===== src/rtl/mem_port_arbiter_pkg.sv =====
// Shared definitions for the IF/LSU memory port arbiter.
// Combinational helpers only; no latency.
// No flow control here; constants and the response word selector.
package mem_port_arbiter_pkg;

  typedef enum logic [1:0] {
    ARB_IDLE     = 2'd0,
    ARB_BUSY_IF  = 2'd1,
    ARB_BUSY_LSU = 2'd2,
    ARB_FAULT    = 2'd3
  } arb_state_e;

  typedef enum logic [1:0] {
    OWN_NONE = 2'd0,
    OWN_IF   = 2'd1,
    OWN_LSU  = 2'd2
  } arb_owner_e;

  // Base of the RAM window; anything below it is an access fault.
  localparam logic [63:0] RAM_BASE_ADDR = 64'h0000_0000_8000_0000;
  localparam logic [63:0] ARB_BASE_ADDR = RAM_BASE_ADDR;

  // Pick the 32-bit instruction word out of a 64-bit beat.
  function automatic logic [31:0] word_sel(input logic [63:0] beat, input logic hi);
    return hi ? beat[63:32] : beat[31:0];
  endfunction

endpackage


===== src/rtl/mem_port_arbiter_if.sv =====
// Bundles the IF, LSU and RAM-side signals of the arbiter.
// Wires only; no latency.
// req/gnt handshakes on both requesters, req/ready toward the RAM.
interface mem_port_arbiter_if;
  logic        if_req;
  logic [63:0] if_addr;
  logic        if_gnt;
  logic        if_rvalid;
  logic [31:0] if_rdata;
  logic        if_fault;

  logic        lsu_req;
  logic        lsu_we;
  logic [63:0] lsu_addr;
  logic [63:0] lsu_wdata;
  logic [63:0] lsu_wmask;
  logic        lsu_gnt;
  logic        lsu_rvalid;
  logic [63:0] lsu_rdata;
  logic        lsu_fault;

  logic        ram_req;
  logic        ram_we;
  logic [63:0] ram_addr;
  logic [63:0] ram_wdata;
  logic [63:0] ram_wmask;
  logic        ram_ready;
  logic        ram_rvalid;
  logic [63:0] ram_rdata;

  // Arbiter side.
  modport master (
    input  if_req, if_addr,
    output if_gnt, if_rvalid, if_rdata, if_fault,
    input  lsu_req, lsu_we, lsu_addr, lsu_wdata, lsu_wmask,
    output lsu_gnt, lsu_rvalid, lsu_rdata, lsu_fault,
    output ram_req, ram_we, ram_addr, ram_wdata, ram_wmask,
    input  ram_ready, ram_rvalid, ram_rdata
  );

  // Requesters and RAM side.
  modport slave (
    output if_req, if_addr,
    input  if_gnt, if_rvalid, if_rdata, if_fault,
    output lsu_req, lsu_we, lsu_addr, lsu_wdata, lsu_wmask,
    input  lsu_gnt, lsu_rvalid, lsu_rdata, lsu_fault,
    input  ram_req, ram_we, ram_addr, ram_wdata, ram_wmask,
    output ram_ready, ram_rvalid, ram_rdata
  );
endinterface


===== src/rtl/mem_port_arbiter_prio_pick.sv =====
// LSU-priority winner select with IF anti-starvation override.
// Purely combinational; zero latency.
// Next starve count assumes the selected winner is granted this cycle.
module arb_prio_pick #(
  parameter int unsigned STARVE_MAX = 4
) (
  input  logic       if_req_i,
  input  logic       lsu_req_i,
  input  logic [3:0] starve_cnt_i,
  output logic       pick_if_o,
  output logic       pick_lsu_o,
  output logic [3:0] starve_nxt_o
);
  logic starved;

  // LSU wins unless IF has waited through STARVE_MAX LSU grants.
  always_comb begin
    starved    = if_req_i && (starve_cnt_i == 4'(STARVE_MAX));
    pick_lsu_o = lsu_req_i && !starved;
    pick_if_o  = if_req_i && !pick_lsu_o;
    if (pick_if_o)
      starve_nxt_o = 4'd0;
    else if (pick_lsu_o && if_req_i && (starve_cnt_i != 4'(STARVE_MAX)))
      starve_nxt_o = starve_cnt_i + 4'd1;
    else
      starve_nxt_o = starve_cnt_i;
  end
endmodule


===== src/rtl/mem_port_arbiter.sv =====
// Shares one 64-bit RAM port between IF and LSU, one transaction in flight; ARB_PERF_CNT_EN adds perf counters.
// Grant same cycle as ram_ready; response one cycle after ram_rvalid; faults answer one cycle after grant.
// Requests stall (ram_req held, no grant) while ram_ready=0; no new grant until the response returns.
module mem_port_arbiter
  import mem_port_arbiter_pkg::*;
#(
  parameter int unsigned STARVE_MAX = 4,
  parameter logic [63:0] BASE_ADDR  = ARB_BASE_ADDR
) (
  input  logic                clk,
  input  logic                rst,
  mem_port_arbiter_if.master  bus
`ifdef ARB_PERF_CNT_EN
  ,
  output logic [31:0]         perf_if_wait,
  output logic [31:0]         perf_lsu_wait,
  output logic [15:0]         perf_force
`endif
);

  arb_state_e  state_q;
  arb_owner_e  owner_q;
  logic [3:0]  starve_q;
  logic        hi_q;
  logic        we_q;
  logic        if_rvalid_q, if_fault_q, lsu_rvalid_q, lsu_fault_q;
  logic [31:0] if_rdata_q;
  logic [63:0] lsu_rdata_q;

  logic        pick_if, pick_lsu;
  logic [3:0]  starve_nxt;
  logic [63:0] sel_addr;
  logic        arb_en, addr_ok, ram_req_c, take;

  arb_prio_pick #(.STARVE_MAX(STARVE_MAX)) u_pick (
    .if_req_i     (bus.if_req),
    .lsu_req_i    (bus.lsu_req),
    .starve_cnt_i (starve_q),
    .pick_if_o    (pick_if),
    .pick_lsu_o   (pick_lsu),
    .starve_nxt_o (starve_nxt)
  );

  // Idle-cycle arbitration: RAM request for legal addresses, immediate take for faults.
  always_comb begin
    sel_addr  = pick_lsu ? bus.lsu_addr : bus.if_addr;
    arb_en    = !rst && (state_q == ARB_IDLE) && (pick_lsu || pick_if);
    addr_ok   = sel_addr >= BASE_ADDR;
    ram_req_c = arb_en && addr_ok;
    take      = arb_en && (!addr_ok || bus.ram_ready);
  end

  assign bus.ram_req   = ram_req_c;
  assign bus.ram_we    = ram_req_c && pick_lsu && bus.lsu_we;
  assign bus.ram_addr  = ram_req_c ? sel_addr : 64'd0;
  assign bus.ram_wdata = (ram_req_c && pick_lsu) ? bus.lsu_wdata : 64'd0;
  assign bus.ram_wmask = (ram_req_c && pick_lsu) ? bus.lsu_wmask : 64'd0;
  assign bus.if_gnt    = take && pick_if;
  assign bus.lsu_gnt   = take && pick_lsu;

  assign bus.if_rvalid  = if_rvalid_q;
  assign bus.if_rdata   = if_rdata_q;
  assign bus.if_fault   = if_fault_q;
  assign bus.lsu_rvalid = lsu_rvalid_q;
  assign bus.lsu_rdata  = lsu_rdata_q;
  assign bus.lsu_fault  = lsu_fault_q;

  // Transaction FSM: latch owner on grant, route the single response, pulse outputs for one cycle.
  always_ff @(posedge clk) begin
    if (rst) begin
      state_q      <= ARB_IDLE;
      owner_q      <= OWN_NONE;
      starve_q     <= 4'd0;
      hi_q         <= 1'b0;
      we_q         <= 1'b0;
      if_rvalid_q  <= 1'b0;
      if_fault_q   <= 1'b0;
      if_rdata_q   <= 32'd0;
      lsu_rvalid_q <= 1'b0;
      lsu_fault_q  <= 1'b0;
      lsu_rdata_q  <= 64'd0;
    end else begin
      if_rvalid_q  <= 1'b0;
      if_fault_q   <= 1'b0;
      if_rdata_q   <= 32'd0;
      lsu_rvalid_q <= 1'b0;
      lsu_fault_q  <= 1'b0;
      lsu_rdata_q  <= 64'd0;
      case (state_q)
        ARB_IDLE: begin
          if (take) begin
            starve_q <= starve_nxt;
            owner_q  <= pick_lsu ? OWN_LSU : OWN_IF;
            hi_q     <= bus.if_addr[2];
            we_q     <= bus.lsu_we;
            if (!addr_ok) begin
              // Fault response is raised on entry so it is visible during ARB_FAULT.
              state_q      <= ARB_FAULT;
              if_rvalid_q  <= pick_if;
              if_fault_q   <= pick_if;
              lsu_rvalid_q <= pick_lsu;
              lsu_fault_q  <= pick_lsu;
            end else begin
              state_q <= pick_lsu ? ARB_BUSY_LSU : ARB_BUSY_IF;
            end
          end
        end
        ARB_BUSY_IF, ARB_BUSY_LSU: begin
          if (bus.ram_rvalid) begin
            state_q <= ARB_IDLE;
            owner_q <= OWN_NONE;
            if (owner_q == OWN_IF) begin
              if_rvalid_q <= 1'b1;
              if_rdata_q  <= word_sel(bus.ram_rdata, hi_q);
            end else begin
              lsu_rvalid_q <= 1'b1;
              lsu_rdata_q  <= we_q ? 64'd0 : bus.ram_rdata;
            end
          end
        end
        ARB_FAULT: begin
          state_q <= ARB_IDLE;
          owner_q <= OWN_NONE;
        end
        default: state_q <= ARB_IDLE;
      endcase
    end
  end

`ifdef ARB_PERF_CNT_EN
  logic [31:0] perf_if_wait_q, perf_lsu_wait_q;
  logic [15:0] perf_force_q;

  // Saturating wait-cycle and forced-grant counters.
  always_ff @(posedge clk) begin
    if (rst) begin
      perf_if_wait_q  <= 32'd0;
      perf_lsu_wait_q <= 32'd0;
      perf_force_q    <= 16'd0;
    end else begin
      if (bus.if_req && !bus.if_gnt && (perf_if_wait_q != '1))
        perf_if_wait_q <= perf_if_wait_q + 32'd1;
      if (bus.lsu_req && !bus.lsu_gnt && (perf_lsu_wait_q != '1))
        perf_lsu_wait_q <= perf_lsu_wait_q + 32'd1;
      if (bus.if_gnt && bus.lsu_req && (perf_force_q != '1))
        perf_force_q <= perf_force_q + 16'd1;
    end
  end

  assign perf_if_wait  = perf_if_wait_q;
  assign perf_lsu_wait = perf_lsu_wait_q;
  assign perf_force    = perf_force_q;
`endif

  // A requester must hold req until it sees gnt.
  a_if_req_hold: assert property (@(posedge clk) disable iff (rst)
    (bus.if_req && !bus.if_gnt) |=> bus.if_req);
  a_lsu_req_hold: assert property (@(posedge clk) disable iff (rst)
    (bus.lsu_req && !bus.lsu_gnt) |=> bus.lsu_req);

endmodule


===== src/flat_wrapper.sv =====
// flat-port wrapper written by rule: the top's interface ports become plain ports
module mem_port_arbiter_flat import mem_port_arbiter_pkg::*;
#(
  parameter int unsigned STARVE_MAX = 4,
  parameter logic [63:0] BASE_ADDR  = ARB_BASE_ADDR
)
  (clk, rst, bus_if_req, bus_if_addr, bus_if_gnt, bus_if_rvalid, bus_if_rdata, bus_if_fault, bus_lsu_req, bus_lsu_we, bus_lsu_addr, bus_lsu_wdata, bus_lsu_wmask, bus_lsu_gnt, bus_lsu_rvalid, bus_lsu_rdata, bus_lsu_fault, bus_ram_req, bus_ram_we, bus_ram_addr, bus_ram_wdata, bus_ram_wmask, bus_ram_ready, bus_ram_rvalid, bus_ram_rdata);
  mem_port_arbiter_if bus_i ();
  input  logic clk;
  input  logic rst;
  input wire logic [$bits(bus_i.if_req)-1:0] bus_if_req;
  input wire logic [$bits(bus_i.if_addr)-1:0] bus_if_addr;
  output wire logic [$bits(bus_i.if_gnt)-1:0] bus_if_gnt;
  output wire logic [$bits(bus_i.if_rvalid)-1:0] bus_if_rvalid;
  output wire logic [$bits(bus_i.if_rdata)-1:0] bus_if_rdata;
  output wire logic [$bits(bus_i.if_fault)-1:0] bus_if_fault;
  input wire logic [$bits(bus_i.lsu_req)-1:0] bus_lsu_req;
  input wire logic [$bits(bus_i.lsu_we)-1:0] bus_lsu_we;
  input wire logic [$bits(bus_i.lsu_addr)-1:0] bus_lsu_addr;
  input wire logic [$bits(bus_i.lsu_wdata)-1:0] bus_lsu_wdata;
  input wire logic [$bits(bus_i.lsu_wmask)-1:0] bus_lsu_wmask;
  output wire logic [$bits(bus_i.lsu_gnt)-1:0] bus_lsu_gnt;
  output wire logic [$bits(bus_i.lsu_rvalid)-1:0] bus_lsu_rvalid;
  output wire logic [$bits(bus_i.lsu_rdata)-1:0] bus_lsu_rdata;
  output wire logic [$bits(bus_i.lsu_fault)-1:0] bus_lsu_fault;
  output wire logic [$bits(bus_i.ram_req)-1:0] bus_ram_req;
  output wire logic [$bits(bus_i.ram_we)-1:0] bus_ram_we;
  output wire logic [$bits(bus_i.ram_addr)-1:0] bus_ram_addr;
  output wire logic [$bits(bus_i.ram_wdata)-1:0] bus_ram_wdata;
  output wire logic [$bits(bus_i.ram_wmask)-1:0] bus_ram_wmask;
  input wire logic [$bits(bus_i.ram_ready)-1:0] bus_ram_ready;
  input wire logic [$bits(bus_i.ram_rvalid)-1:0] bus_ram_rvalid;
  input wire logic [$bits(bus_i.ram_rdata)-1:0] bus_ram_rdata;
  assign bus_i.if_req = bus_if_req;
  assign bus_i.if_addr = bus_if_addr;
  assign bus_if_gnt = bus_i.if_gnt;
  assign bus_if_rvalid = bus_i.if_rvalid;
  assign bus_if_rdata = bus_i.if_rdata;
  assign bus_if_fault = bus_i.if_fault;
  assign bus_i.lsu_req = bus_lsu_req;
  assign bus_i.lsu_we = bus_lsu_we;
  assign bus_i.lsu_addr = bus_lsu_addr;
  assign bus_i.lsu_wdata = bus_lsu_wdata;
  assign bus_i.lsu_wmask = bus_lsu_wmask;
  assign bus_lsu_gnt = bus_i.lsu_gnt;
  assign bus_lsu_rvalid = bus_i.lsu_rvalid;
  assign bus_lsu_rdata = bus_i.lsu_rdata;
  assign bus_lsu_fault = bus_i.lsu_fault;
  assign bus_ram_req = bus_i.ram_req;
  assign bus_ram_we = bus_i.ram_we;
  assign bus_ram_addr = bus_i.ram_addr;
  assign bus_ram_wdata = bus_i.ram_wdata;
  assign bus_ram_wmask = bus_i.ram_wmask;
  assign bus_i.ram_ready = bus_ram_ready;
  assign bus_i.ram_rvalid = bus_ram_rvalid;
  assign bus_i.ram_rdata = bus_ram_rdata;
  mem_port_arbiter #(.STARVE_MAX(STARVE_MAX), .BASE_ADDR(BASE_ADDR)) u_core (.clk(clk), .rst(rst), .bus(bus_i));
endmodule

===== config.mk =====
export PLATFORM = sky130hd
export DESIGN_NAME = mem_port_arbiter_flat
export DESIGN_NICKNAME = d
export VERILOG_FILES = /design/src/rtl/mem_port_arbiter_pkg.sv /design/src/rtl/mem_port_arbiter_if.sv /design/src/rtl/mem_port_arbiter_prio_pick.sv /design/src/rtl/mem_port_arbiter.sv /design/src/flat_wrapper.sv
export SDC_FILE = /design/constraint.sdc
export NUM_CORES = 1
export LEC_CHECK = 0
export ABC_AREA = 1
export BUFFER_PORTS_ARGS = -buffer_cell sky130_fd_sc_hd__buf_2
export CAP_MARGIN = 10
export CORE_AREA = 2 2 243 245
export CTS_CLUSTER_DIAMETER = 120
export CTS_CLUSTER_SIZE = 25
export DETAILED_ROUTE_END_ITERATION = 10
export DIE_AREA = 0 0 245 247
export PLACE_DENSITY = 0.3
export SLEW_MARGIN = 5
export SYNTH_ARGS = -nofsm -noshare
export SYNTH_HDL_FRONTEND = slang
export SYNTH_SLANG_ARGS = --single-unit

===== constraint.sdc =====
create_clock -name clk -period 2.5 [get_ports clk]
set_input_delay 0.5 -clock clk [delete_from_list [all_inputs] [get_ports clk]]
set_output_delay 0.5 -clock clk [all_outputs]
set_load 0.03 [all_outputs]

### Word level (Yosys, flattened, before mapping)

Cells that the tools add are included.

* word-level logic and storage cells: 77
* bits of input ports: 327
* output and inout port bits: 296
* register bits: 110

* equality and inequality tests: 8
* multiplexer cells: 24
* reductions and logical operators: 28
* add/sub/neg operators: 1
* bitwise operators: 4
* order comparisons: 1

Operators by type and width (count)
* 64-bit 2-to-1 mux: 4
* 64-bit by 32-bit greater-or-equal comparator with 1-bit output, second input constant: 1
* 32-bit 2-to-1 mux: 1
* 1-bit logical AND: 13
* 2-bit one-hot mux with 3 select lines: 2
* 2-bit 2-to-1 mux: 5
* 1-bit 2-to-1 mux: 8
* 4-bit 2-to-1 mux: 2
* 5-bit OR reduction: 1
* 4-bit by 1-bit adder with 4-bit output, second input constant: 1
* 2-bit by 1-bit equality test with 1-bit output, second input constant: 2
* 2-bit equality test, second input constant: 2
* 4-bit by 3-bit equality test with 1-bit output, second input constant: 1
* 1-bit logical NOT: 4
* 4-bit by 3-bit inequality test with 1-bit output, second input constant: 1
* 1-bit NOT: 4
* 1-bit one-hot mux with 2 select lines: 2
* 2-bit AND reduction: 2
* 2-bit OR reduction: 2
* 4-bit OR reduction: 1
* 3-bit AND reduction: 1
* 2-bit logical NOT: 1
* 1-bit logical OR: 2
* 2-bit by 1-bit inequality test with 1-bit output, second input constant: 1
* 2 further kinds: 2

### Longest topological paths before layout

* depth in word-level cells: 11
* mapped depth: 20
* mapped depth without buffers: 19

### Hierarchy

Synthesis repeated with hierarchy kept, for this count alone.

* cells, all modules: 1024
* area, all modules: 5970.7 µm²

Modules (own cells, without submodules)
* mem_port_arbiter: times used 1, area each 5786.8 µm², sequential area each 2202.1 µm², cells an instance 990
* arb_prio_pick: times used 1, area each 183.9 µm², sequential area each 0.0 µm², cells an instance 34

### Worst setup path after synthesis

OpenSTA, ideal clock, no wires.

* kind: register to output
* start point: register u_core.starve_q[0]
* end point: output bus_ram_wdata[0]
* data arrival time: 2.545 ns
* data required time: 2.000 ns
* setup slack: -0.545 ns
* path buffers: 3
* cell stages (with the launch flop): 15
* cell sequence: dfxtp_1 -> inv_1 -> ha_1 -> nand2_1 -> inv_1 -> nand2_1 -> nand2_2 -> buf_2 -> a21oi_1 -> nand2_1 -> inv_2 -> nand2_2 -> buf_4 -> buf_4 -> nor2_1

* cells in the longest elaborated chain, start to end: 11
* elaborated cells on any way between the ends: 13
* those cells by class: order compare (1); eq/ne (1); mux (2); reduce/logical (9)

Ends and longest elaborated chain
* from (decl): RTL line mem_port_arbiter.sv:23 `logic [3:0] starve_q;`
* from (signal assigned): RTL line mem_port_arbiter.sv:92 `starve_q <= starve_nxt;`
* 4-bit by 3-bit equality test with 1-bit output *: RTL line mem_port_arbiter_prio_pick.sv:18 `starved = if_req_i && (starve_cnt_i == 4'(STARVE_MAX));`
* 1-bit logical AND *: RTL line mem_port_arbiter_prio_pick.sv:18
* 1-bit logical NOT *: RTL line mem_port_arbiter_prio_pick.sv:19 `pick_lsu_o = lsu_req_i && !starved;`
* 1-bit logical AND *: RTL line mem_port_arbiter_prio_pick.sv:19
* branches (longest 4 deep; another with 64-bit by 32-bit greater-or-equal comparator with 1-bit output)
* 1-bit logical AND *: RTL line mem_port_arbiter.sv:49 `ram_req_c = arb_en && addr_ok;`
* via bus_ram_req: RTL line flat_wrapper.sv:26 `output wire logic [$bits(bus_i.ram_req)-1:0] bus_ram_req;`
* 1-bit logical AND *: RTL line mem_port_arbiter.sv:56 `assign bus.ram_wdata = (ram_req_c && pick_lsu) ? bus.lsu_wdata : 64'd0;`
* 64-bit 2-to-1 mux *: RTL line mem_port_arbiter.sv:56
* to (decl): RTL line flat_wrapper.sv:29 `output wire logic [$bits(bus_i.ram_wdata)-1:0] bus_ram_wdata;`

Mark *: on every way through the listed nets, which the timed path passes.

### Worst setup path in the final report

* start point: register u_core.starve_q[0]
* end point: output bus_ram_wmask[51]

* cells in the longest elaborated chain, start to end: 11
* elaborated cells on any way between the ends: 13
* those cells by class: order compare (1); eq/ne (1); mux (2); reduce/logical (9)

Ends and longest elaborated chain
* 4-bit by 3-bit equality test with 1-bit output *: RTL line mem_port_arbiter_prio_pick.sv:18
* 1-bit logical AND *: RTL line mem_port_arbiter_prio_pick.sv:18
* 1-bit logical NOT *: RTL line mem_port_arbiter_prio_pick.sv:19
* 1-bit logical AND *: RTL line mem_port_arbiter_prio_pick.sv:19
* branches (longest 5 deep; another with 64-bit by 32-bit greater-or-equal comparator with 1-bit output)
* 1-bit logical AND *: RTL line mem_port_arbiter.sv:57 `assign bus.ram_wmask = (ram_req_c && pick_lsu) ? bus.lsu_wmask : 64'd0;`
* 64-bit 2-to-1 mux *: RTL line mem_port_arbiter.sv:57
* to (decl): RTL line flat_wrapper.sv:30 `output wire logic [$bits(bus_i.ram_wmask)-1:0] bus_ram_wmask;`

Every way passes the cells marked *.

==> metrics <==
pwr/cell area 617 nW/um^2; first-pass GRT wire length 51.6 mm; GRT overflow 0; slew margin rel. 54.6%; max_cap viols 0; most frequent CP cell nand2_2; post-route DRC violation count 0; post-layout min period 3370 ps; Routed WL 37.0 mm; RSZ-0062 raised after global routing yes; commonest non-fill, non-tap cell in the layout buf_2; Buffers on Ports 622; reg2reg end u_core.starve_q[1]; Final Power 8.09 mW; Final #Nets 2055; Slew Viols, Final 0; Worst EP required 2000 ps; DPL Wire Length 30.3 mm; number of synthesized flops with an enable pin 0; CTS H-tree depth 3; largest net degree at the start of global routing 39; crit start category flip-flop; Placer Congestion 0.872; slew of the pin with the lowest slew margin 681 ps; vias per cell 3.42; DR WL/cell 14.8 um; Top Ports 623; CP max stage cell dfxtp_2; register area share after synthesis 37.0%; P_leak 7.39 nW; Initial Utilization 10.2%; CP Capture Point bus_ram_wmask[51]; WL met2 19.6 mm; HP Start bus_ram_rdata[44]; Reg2Reg Depth 22; via count 8571; worst setup path class reg -> out; Root Driver clkbuf_16; synthesis-to-finish area growth 120%; Seq cells post-synth 110; count of hold buffers inserted by post-cts repair 0; Worst-path clk slew 80 ps; CTS Buf Count 9; Main synth FF type dfxtp_1; initial antenna violation count 9; Rows 89; crit path cell chain inv_2 > ha_4 > nand2_2 > inv_2 > nand2_4 > buf_4 > buf_6 > nand3b_1 > nand2_2 > nand2_2 > nor2_2 > nand2_2 > nor2_4 > nand3_2 > nand2_4 > inv_6 > nand2_8 > buf_12 > buf_12 > buf_16 > nor2_2 > buf_6; vias in the first global route 8453; Crit path arrival time 2870 ps; maximum VDD drop 0.324 mV; Syn. warnings 0; Die Ht 247 um; delay of the slowest critical-path stage 340 ps; final setup vio count 210; hold crit path type in -> reg; syn avg cell area 5.86 sq um; Fmax 296 MHz; First-pass DRT Iterations 4; DR iter-0 viols 251; uppermost routed layer met5; Distinct cells, synth 23; layout cells sized above 1 55.2%; met3 WL 2.33 mm; PnR worst setup slack -875 ps; # placed instances 2451; met1 WL 14.1 mm; Post-Syn Area 5950 sq um; final hold violation count 0; syn_nets 1347; Post-Syn Instances 1015; crit-path max FO 6; chip width 245 um; Core Area 58200 sq um; failing checks setup timing; clk sinks 110; Antenna Nets Post-Route 0; clock buffer depth 2; die area 60500 sq um; CTS tree built; Non-Filler Instances 2505; Async SR Flop Fraction 0%; status complete, but fails checks; gr usage total 11.4%; Setup Skew 11.4 ps; critical path startpoint u_core.starve_q[0]; Worst R2R Setup Slack -350 ps; clock latency on the worst-skew pair 380 ps; Critical Path End Type primary output; part of the cycle the worst path needs 135%; worst reg2reg startpoint u_core.starve_q[0]; commonest cells after routing, fill and taps aside 500 x buf_2, 218 x inv_1, 199 x nor2_1, 179 x buf_4, 153 x nand2_1
==> metal layers <==
| layer | GRT usage [%] | vias up |
|---|---|---|
| li1 | - | 4367 |
| met1 | 12.3 | 3805 |
| met2 | 21.4 | 342 |
| met3 | 2.91 | 47 |
| met4 | 3.96 | 10 |
| met5 | 0 | - |
==> power breakdown <==
group / leakage (nW) / total (mW) / internal, mW / switching [mW]
Sequential: 0.891 / 1.99 / 1.92 / 0.0644
Clock: 0.146 / 1.47 / 0.723 / 0.751
Combinational: 6.35 / 4.63 / 1.78 / 2.85
==> worst max-delay path, delay by kind of cell (launching register included) <==
family | cells | cell delay, ps
buffers and inverters | 9 | 920
flip-flops | 1 | 340
adder cells (fa/ha/maj) | 1 | 160
AND/OR/NAND/NOR | 12 | 1050
==> synthesized netlist by cell type (2+ instances only) <==
cell	n	area share (%)
nor2_1	297	19
inv_1	221	14
nand2_1	178	11
dfxtp_1	110	37
a21oi_1	98	8.2
clkbuf_1	24	1.5
nand3_1	22	1.9
buf_4	15	1.9
buf_2	13	1.1
nand3b_1	9	1.1
ha_1	5	1.1
nand2_2	4	0.42
inv_2	3	0.19
nand4_1	3	0.32
o21ai_0	3	0.25
buf_1	2	0.13
nor3_1	2	0.17
==> metrics by stage <==
stage          hold WS [ps]  area, sq um  TNS [ps]  utilization [%]  worst slack (ps)
2_1_floorplan           431         7020    -33900                -              -304
6_report                339        13100   -157240             22.5              -875
3_5_place_dp            471        11600   -110110             19.9              -646
5_1_grt                 321        13100   -191850             22.5             -1040
4_1_cts                 306        12600   -163490             21.6              -911
3_3_place_gp            459        11600   -108840             19.9              -611
==> worst min path at each step <==
stage | to | slack [ps] | cells past startpoint
floorplan | u_core.we_q | 430 | 2
global placement | u_core.we_q | 460 | 2
detailed placement | u_core.we_q | 470 | 2
CTS | u_core.bus.lsu_rdata[38] | 310 | 3
global route | u_core.bus.lsu_rdata[44] | 320 | 3
finish | u_core.bus.lsu_rdata[44] | 340 | 3
==> registers in the layout (all words and copies together) (netlist names) <==
| name | cells |
|---|---|
| u_core.bus.lsu_rdata | 64 |
| u_core.bus.if_rvalid | 1 |
| u_core.bus.lsu_fault | 1 |
| u_core.bus.if_fault | 1 |
| u_core.starve_q | 4 |
| u_core.we_q | 1 |
| u_core.state_q | 2 |
| u_core.owner_q | 2 |
| u_core.bus.if_rdata | 32 |
| u_core.bus.lsu_rvalid | 1 |
| u_core.hi_q | 1 |
==> cell families after synthesis <==
| group | Yosys count | synth area share, % |
|---|---|---|
| compound gates | 102 | 8.62 |
| xor+xnor | 1 | 0.147 |
| fa+ha+maj | 5 | 1.05 |
| buf+inv | 278 | 18.8 |
| flops | 110 | 37.0 |
| simple gates | 519 | 34.4 |
==> final cells by class <==
class | count | area (sq um)
clock inverters | 6 | 56.3
well taps | 773 | 967
multi-input cells | 628 | 3710
repair buffers | 750 | 5060
clock buffers | 10 | 239
flip-flops and latches | 110 | 2210
diodes | 4 | 10.0
inverters | 224 | 853
fillers | 6594 | 45100
==> repair_timing <==
| item | in CTS | in global routing |
|---|---|---|
| setup endpoints to repair | 210 | 210 |
| buffers inserted | 11 | 11 |
| resized for setup | 133 | 122 |
| cloned | 8 | 5 |
| pin swaps | 8 | 26 |
Note: power is estimated with default switching activity, not from simulation.
